## src/rtl/instr_fetch_if.sv

```systemverilog
// Shared width package and the fetch-stage bus interface.
//
// project_pkg : defines `word`, the 8-bit datapath width used by the stage.
// instr_fetch_if : groups the instruction-ROM port and the decode handshake.
//   imem_addr   fetch -> ROM     registered read address
//   imem_rdata  ROM   -> fetch   byte at the current imem_addr
//   stall       decode -> fetch  decode not ready; presented instruction held
//   pc_src      decode -> fetch  branch taken, used only when a JEQ is consumed
//   instr       fetch -> decode  opcode byte {opcode[7:4], rs[3:2], rt[1:0]}
//   imm         fetch -> decode  immediate byte, 0x00 for single-byte opcodes
//   instr_pc    fetch -> decode  address of the opcode byte
//   instr_valid fetch -> decode  instr/imm/instr_pc are valid
//
// Handshake: fetch raises instr_valid with instr/imm/instr_pc stable; the
// instruction is consumed on a rising clk edge where instr_valid=1 and stall=0.
// While stall=1 nothing moves and pc_src is ignored. instr_valid drops in the
// cycle after a consume.
// master = fetch stage, slave = ROM/decode side.

package project_pkg;
    typedef logic [7:0] word;
endpackage

interface instr_fetch_if;
    import project_pkg::*;

    word  imem_addr;
    word  imem_rdata;
    logic stall;
    logic pc_src;
    word  instr;
    word  imm;
    word  instr_pc;
    logic instr_valid;

    modport master (
        output imem_addr,
        input  imem_rdata,
        input  stall,
        input  pc_src,
        output instr,
        output imm,
        output instr_pc,
        output instr_valid
    );

    modport slave (
        input  imem_addr,
        output imem_rdata,
        output stall,
        output pc_src,
        input  instr,
        input  imm,
        input  instr_pc,
        input  instr_valid
    );
endinterface

```

## src/rtl/instr_fetch.sv

```systemverilog
// Instruction fetch stage feeding the decoder.
//
// Reads bytes from an instruction ROM addressed by the registered imem_addr
// (imem_rdata is the byte at the address register's current value), joins
// ADDI/JEQ opcodes with their immediate byte, and presents one instruction at
// a time on the decode handshake. A consumed JEQ with pc_src=1 redirects the
// fetch to the absolute address held in its immediate.
//
// Ports:
//   clk        system clock, all state on the rising edge
//   rst        synchronous active-high reset
//   bus        instr_fetch_if.master (ROM port + decode handshake)
//   fsm_state  current FSM state for observation (0 BOOT, 1 OP, 2 IMM, 3 ISSUE)

module instr_fetch
    import project_pkg::*;
(
    input  logic                clk,
    input  logic                rst,
    instr_fetch_if.master       bus,
    output logic [1:0]          fsm_state
);

    typedef enum logic [1:0] {
        BOOT  = 2'd0,
        OP    = 2'd1,
        IMM   = 2'd2,
        ISSUE = 2'd3
    } state_t;

    localparam logic [3:0] OPC_ADDI = 4'h2;
    localparam logic [3:0] OPC_JEQ  = 4'hC;

    state_t state, state_n;
    word    pc, pc_n;            // address of the next byte to request
    word    addr_q, addr_n;      // drives imem_addr
    word    op_q, op_n;          // opcode held while its immediate is fetched
    word    op_pc_q, op_pc_n;    // address of that held opcode
    word    instr_q, instr_n;
    word    imm_q, imm_n;
    word    ipc_q, ipc_n;

    function automatic logic is_two_byte(input word op);
        return (op[7:4] == OPC_ADDI) || (op[7:4] == OPC_JEQ);
    endfunction

    // State and datapath registers
    always_ff @(posedge clk) begin
        if (rst) begin
            state   <= BOOT;
            pc      <= 8'h00;
            addr_q  <= 8'h00;
            op_q    <= 8'h00;
            op_pc_q <= 8'h00;
            instr_q <= 8'h00;
            imm_q   <= 8'h00;
            ipc_q   <= 8'h00;
        end else begin
            state   <= state_n;
            pc      <= pc_n;
            addr_q  <= addr_n;
            op_q    <= op_n;
            op_pc_q <= op_pc_n;
            instr_q <= instr_n;
            imm_q   <= imm_n;
            ipc_q   <= ipc_n;
        end
    end

    // Next-state and next-datapath logic
    always_comb begin
        state_n = state;
        pc_n    = pc;
        addr_n  = addr_q;
        op_n    = op_q;
        op_pc_n = op_pc_q;
        instr_n = instr_q;
        imm_n   = imm_q;
        ipc_n   = ipc_q;

        case (state)
            BOOT: begin
                addr_n  = 8'h00;
                pc_n    = 8'h01;
                state_n = OP;
            end
            OP: begin
                // imem_rdata holds the opcode byte at pc-1 here
                if (is_two_byte(bus.imem_rdata)) begin
                    op_n    = bus.imem_rdata;
                    op_pc_n = pc - 8'h01;
                    addr_n  = pc;            // wraps naturally: opcode at 0xFF reads 0x00
                    pc_n    = pc + 8'h01;
                    state_n = IMM;
                end else begin
                    instr_n = bus.imem_rdata;
                    imm_n   = 8'h00;
                    ipc_n   = pc - 8'h01;
                    state_n = ISSUE;
                end
            end
            IMM: begin
                instr_n = op_q;
                imm_n   = bus.imem_rdata;
                ipc_n   = op_pc_q;
                state_n = ISSUE;
            end
            ISSUE: begin
                if (!bus.stall) begin
                    // Redirect keeps the same OP-next-cycle timing as a sequential fetch
                    if ((instr_q[7:4] == OPC_JEQ) && bus.pc_src) begin
                        addr_n = imm_q;
                        pc_n   = imm_q + 8'h01;
                    end else begin
                        addr_n = pc;
                        pc_n   = pc + 8'h01;
                    end
                    state_n = OP;
                end
            end
            default: state_n = BOOT;
        endcase
    end

    // Outputs: all taken from registers, so stall/pc_src never reach them combinationally
    always_comb begin
        bus.imem_addr   = addr_q;
        bus.instr       = instr_q;
        bus.imm         = imm_q;
        bus.instr_pc    = ipc_q;
        bus.instr_valid = (state == ISSUE);
        fsm_state       = state;
    end

endmodule
```

## src/flat_wrapper.sv

```systemverilog
// flat-port wrapper written by rule: the top's interface ports become plain ports
module instr_fetch_flat import project_pkg::*;
  (clk, rst, fsm_state, bus_imem_addr, bus_imem_rdata, bus_stall, bus_pc_src, bus_instr, bus_imm, bus_instr_pc, bus_instr_valid);
  instr_fetch_if bus_i ();
  input  logic clk;
  input  logic rst;
  output logic [1:0] fsm_state;
  output wire logic [$bits(bus_i.imem_addr)-1:0] bus_imem_addr;
  input wire logic [$bits(bus_i.imem_rdata)-1:0] bus_imem_rdata;
  input wire logic [$bits(bus_i.stall)-1:0] bus_stall;
  input wire logic [$bits(bus_i.pc_src)-1:0] bus_pc_src;
  output wire logic [$bits(bus_i.instr)-1:0] bus_instr;
  output wire logic [$bits(bus_i.imm)-1:0] bus_imm;
  output wire logic [$bits(bus_i.instr_pc)-1:0] bus_instr_pc;
  output wire logic [$bits(bus_i.instr_valid)-1:0] bus_instr_valid;
  assign bus_imem_addr = bus_i.imem_addr;
  assign bus_i.imem_rdata = bus_imem_rdata;
  assign bus_i.stall = bus_stall;
  assign bus_i.pc_src = bus_pc_src;
  assign bus_instr = bus_i.instr;
  assign bus_imm = bus_i.imm;
  assign bus_instr_pc = bus_i.instr_pc;
  assign bus_instr_valid = bus_i.instr_valid;
  instr_fetch u_core (.clk(clk), .rst(rst), .bus(bus_i), .fsm_state(fsm_state));
endmodule
```

## config.mk

```make
export PLATFORM = sky130hd
export DESIGN_NAME = instr_fetch_flat
export DESIGN_NICKNAME = d
export VERILOG_FILES = /design/src/rtl/instr_fetch_if.sv /design/src/rtl/instr_fetch.sv /design/src/flat_wrapper.sv
export SDC_FILE = /design/constraint.sdc
export NUM_CORES = 1
export LEC_CHECK = 0
export CORE_MARGIN = 2
export CORE_UTILIZATION = 53
export DETAILED_ROUTE_END_ITERATION = 10
export PLACE_DENSITY_LB_ADDON = 0.1
export SETUP_SLACK_MARGIN = 0.3
export SLEW_MARGIN = 20
export SYNTH_ARGS = -nofsm -noshare
export SYNTH_HDL_FRONTEND = slang
export SYNTH_SLANG_ARGS = --single-unit
```

## constraint.sdc

```tcl
create_clock -name clk -period 2.6 [get_ports clk]
set_input_delay 0.52 -clock clk [delete_from_list [all_inputs] [get_ports clk]]
set_output_delay 0.52 -clock clk [all_outputs]
set_load 0.01 [all_outputs]
```

==> flow_summary.toml, run 1 <==
[hold_path]
min_delay_path_depth = 2
hold_class = "reg2reg"
hold_end = "u_core.bus.instr_pc[3]"
hp-start = "u_core.bus.instr_pc[3]"

[floorplanning]
design.die.area_sq_um = 5950
num_io_pins = 47
rows = 26
die_x_um = 77.1
start_util_pct = 55.1
core-area_sq_um = 5140
die_y_um = 77.1

[power_and_ir_drop]
power_density_nw_per_um2 = 1220
peakVddDrop_v = 0.000809
p_leak_uw = 0.00134

[route]
wl_met1_um = 3130
wire_per_inst_um = 15.7
vias = 2547
drtIter0Drc = 161
dr.pass1.iters = 4
topRoutingLayerUsed = "met4"
final_antenna_net_count = 0
drc_errors = 0
wl_met3_um = 460
dr_wl_met2_um = 3300
routed_wl_um = 7020
viasPerCell = 5.70

[place]
gp_congestion = 0.844
place_inst = 432
dp_hpwl_um = 4960
io_buffers = 46
preCtsSetupSlack_ps = -7.07

[worst_setup_path]
r2r_slack_ps = 540
cp_data_required_time_ps = 2880
start_kind = "input port"
cp.arrival_ps = 2510
crit_type = "in2reg"
reg2reg_depth = 7
path_max_fanout = 7
regToRegStartpoint = "u_core.fsm_state[1]"
worstReg2RegEnd = "u_core.bus.imem_addr[1]"
end_kind = "flop"
critPathLaunch = "bus_imem_rdata[5]"

[clock_tree]
ctsHoldBuffers = 0
clock_sinks = 58
root_buffer = "clkbuf_8"
clock_latency_ps = 330
clk_pin_slew_ps = 60
clock_path_buffers = 2
cts_made_buffers = 9
cts_tree = "yes"
htreeDepth = 3

[sta]
timing_hold_violations_final = 0
min_period_ps = 2230
worst_pin_slew_ps = 566
slew_viol_final = 0
fmax_mhz = 448
whs_ps = 452
fin_crit_sh_pct = 85.8
rsz0062_at_grt = "no"
setup-violations-final = 0
worst_slack_ps = 368
fin_skew_ps = 4.88
slew_headroom_pct = 62.2
tns_ps = 0

[outcome]
run_status = "complete, no violations"

[global_routing]
track_usage_pct = 25.1
grt_pass1_wl_um = 11800
grt_overflow_total = 0
antenna_found_initial = 0
grt_pass1_vias = 2324
grt_max_degree = 26

[finish]
num-nets-final = 391
layout_common_cells = "dfxtp_1 (58), nor2_1 (49), clkdlybuf4s50_1 (46), nand2_1 (24), o21ai_0 (19)"
drive_above_1_share_pct = 14.1
fin_cells = 447
antennaDiodeCount = 0
final_common_cell = "dfxtp_1"
syn2layout_area_growth_pct = 27.7

[synth]
ys_types = 47
synth_nets = 337
syn_area_per_cell_sq_um = 8.88
synth_cells = 319
ys_dominant_reg_cell = "dfxtp_1"
synth_async_sr_flop_share_pct = 0
synth-seq-area-share_pct = 41.0
ys_warn_count = 0
netlist_area_sq_um = 2830
synth_edf_count = 0
ys_ff_latch = 58

[job]
cap_violations = 0
[synth_stat cells (4+ instances only)]
cell type | number | share of area (%)
dfxtp_1 | 58 | 41
o21ai_0 | 19 | 3.4
buf_2 | 6 | 1.1
xor2_1 | 8 | 2.5
xnor2_1 | 7 | 2.2
nor3_1 | 4 | 0.71
clkbuf_1 | 15 | 2.0
mux2i_1 | 14 | 4.9
a221oi_2 | 7 | 3.7
ha_1 | 6 | 2.6
nand3_1 | 7 | 1.2
inv_1 | 10 | 1.3
a211oi_1 | 16 | 4.2
a21oi_1 | 18 | 3.2
nor2_1 | 49 | 6.5
nand2_1 | 24 | 3.2
a22oi_1 | 10 | 2.6
[per-stage QoR]
stage	cell area, sq um	power [uW]	utilization, %
2_1_floorplan	2830	2800	-
3_3_place_gp	3440	3650	66.9
3_5_place_dp	3440	3680	66.9
4_1_cts	3610	4420	70.3
5_1_grt	3620	4750	70.4
6_report	3620	4420	70.4
[where the power goes]
group | internal [uW] | leakage (uW) | switching, uW
clock network | 388 | 0.0000920 | 343
logic | 1120 | 0.000774 | 1140
registers | 1150 | 0.000474 | 281
total | 2650 | 0.00134 | 1760
[what timing repair did]
action,4_1_cts,5_1_grt
resized for setup,1,2
endpoints found under the setup margin,1,3
pin swaps,0,1
gates cloned,0,0
setup buffers,0,0
[flip-flops by register name, indices dropped and copies added (netlist names)]
| name | flops |
|---|---|
| u_core.fsm_state | 2 |
| u_core.bus.imm | 8 |
| u_core.bus.instr_pc | 8 |
| u_core.op_pc_q | 8 |
| u_core.bus.instr | 8 |
| u_core.pc | 8 |
| u_core.bus.imem_addr | 8 |
| u_core.op_q | 8 |
[worst max path at each step]
stage	endpoint	slack (ps)	depth (start not counted)
3_5_place_dp	u_core.bus.imem_addr[1]	-7	7
4_1_cts	u_core.bus.imem_addr[1]	350	7
5_1_grt	u_core.bus.imem_addr[2]	310	7
2_1_floorplan	u_core.bus.imem_addr[2]	560	6
6_report	u_core.pc[0]	370	7
3_3_place_gp	u_core.bus.imem_addr[3]	30	7
[cells by family after synthesis]
logic type	Yosys count	synth area share (%)
flip-flops	58	41.0
adder cells (fa/ha/maj)	6	2.65
multiplexers	14	4.94
buffers and inverters	35	5.43
XOR/XNOR	15	4.64
AND/OR/NAND/NOR	98	15.1
AO/OA/AOI/OAI	93	26.2
[cell type report]
type / count / area, sq um
Tap cell: 70 / 87.6
Inverter: 11 / 41.3
Clock inverter: 3 / 15.0
Timing Repair Buffer: 67 / 638
Clock buffer: 12 / 155
Fill cell: 441 / 1520
Sequential cell: 58 / 1160
Multi-Input combinational cell: 226 / 1520
[per-layer routing]
metal  global-route usage [%]  vias up
li1                         -     1266
met1                     33.6     1181
met2                     38.8       88
met3                     5.53       12
met4                     11.4        0
met5                        0        -
[critical path: stages]
cell and delay (ps):
clkdlybuf4s50_1 470, or3b_4 410, a21o_4 250, a221o_4 400, buf_12 150, a31oi_1 160, o211a_1 150
Note: power is estimated with default switching activity, not from simulation.
==> run 2, diff against run 1 <==
- CTS_CLUSTER_DIAMETER: default -> 80
==> results of run 2 <==
The final DEF is identical to that of run 1; final timing and power are the same.
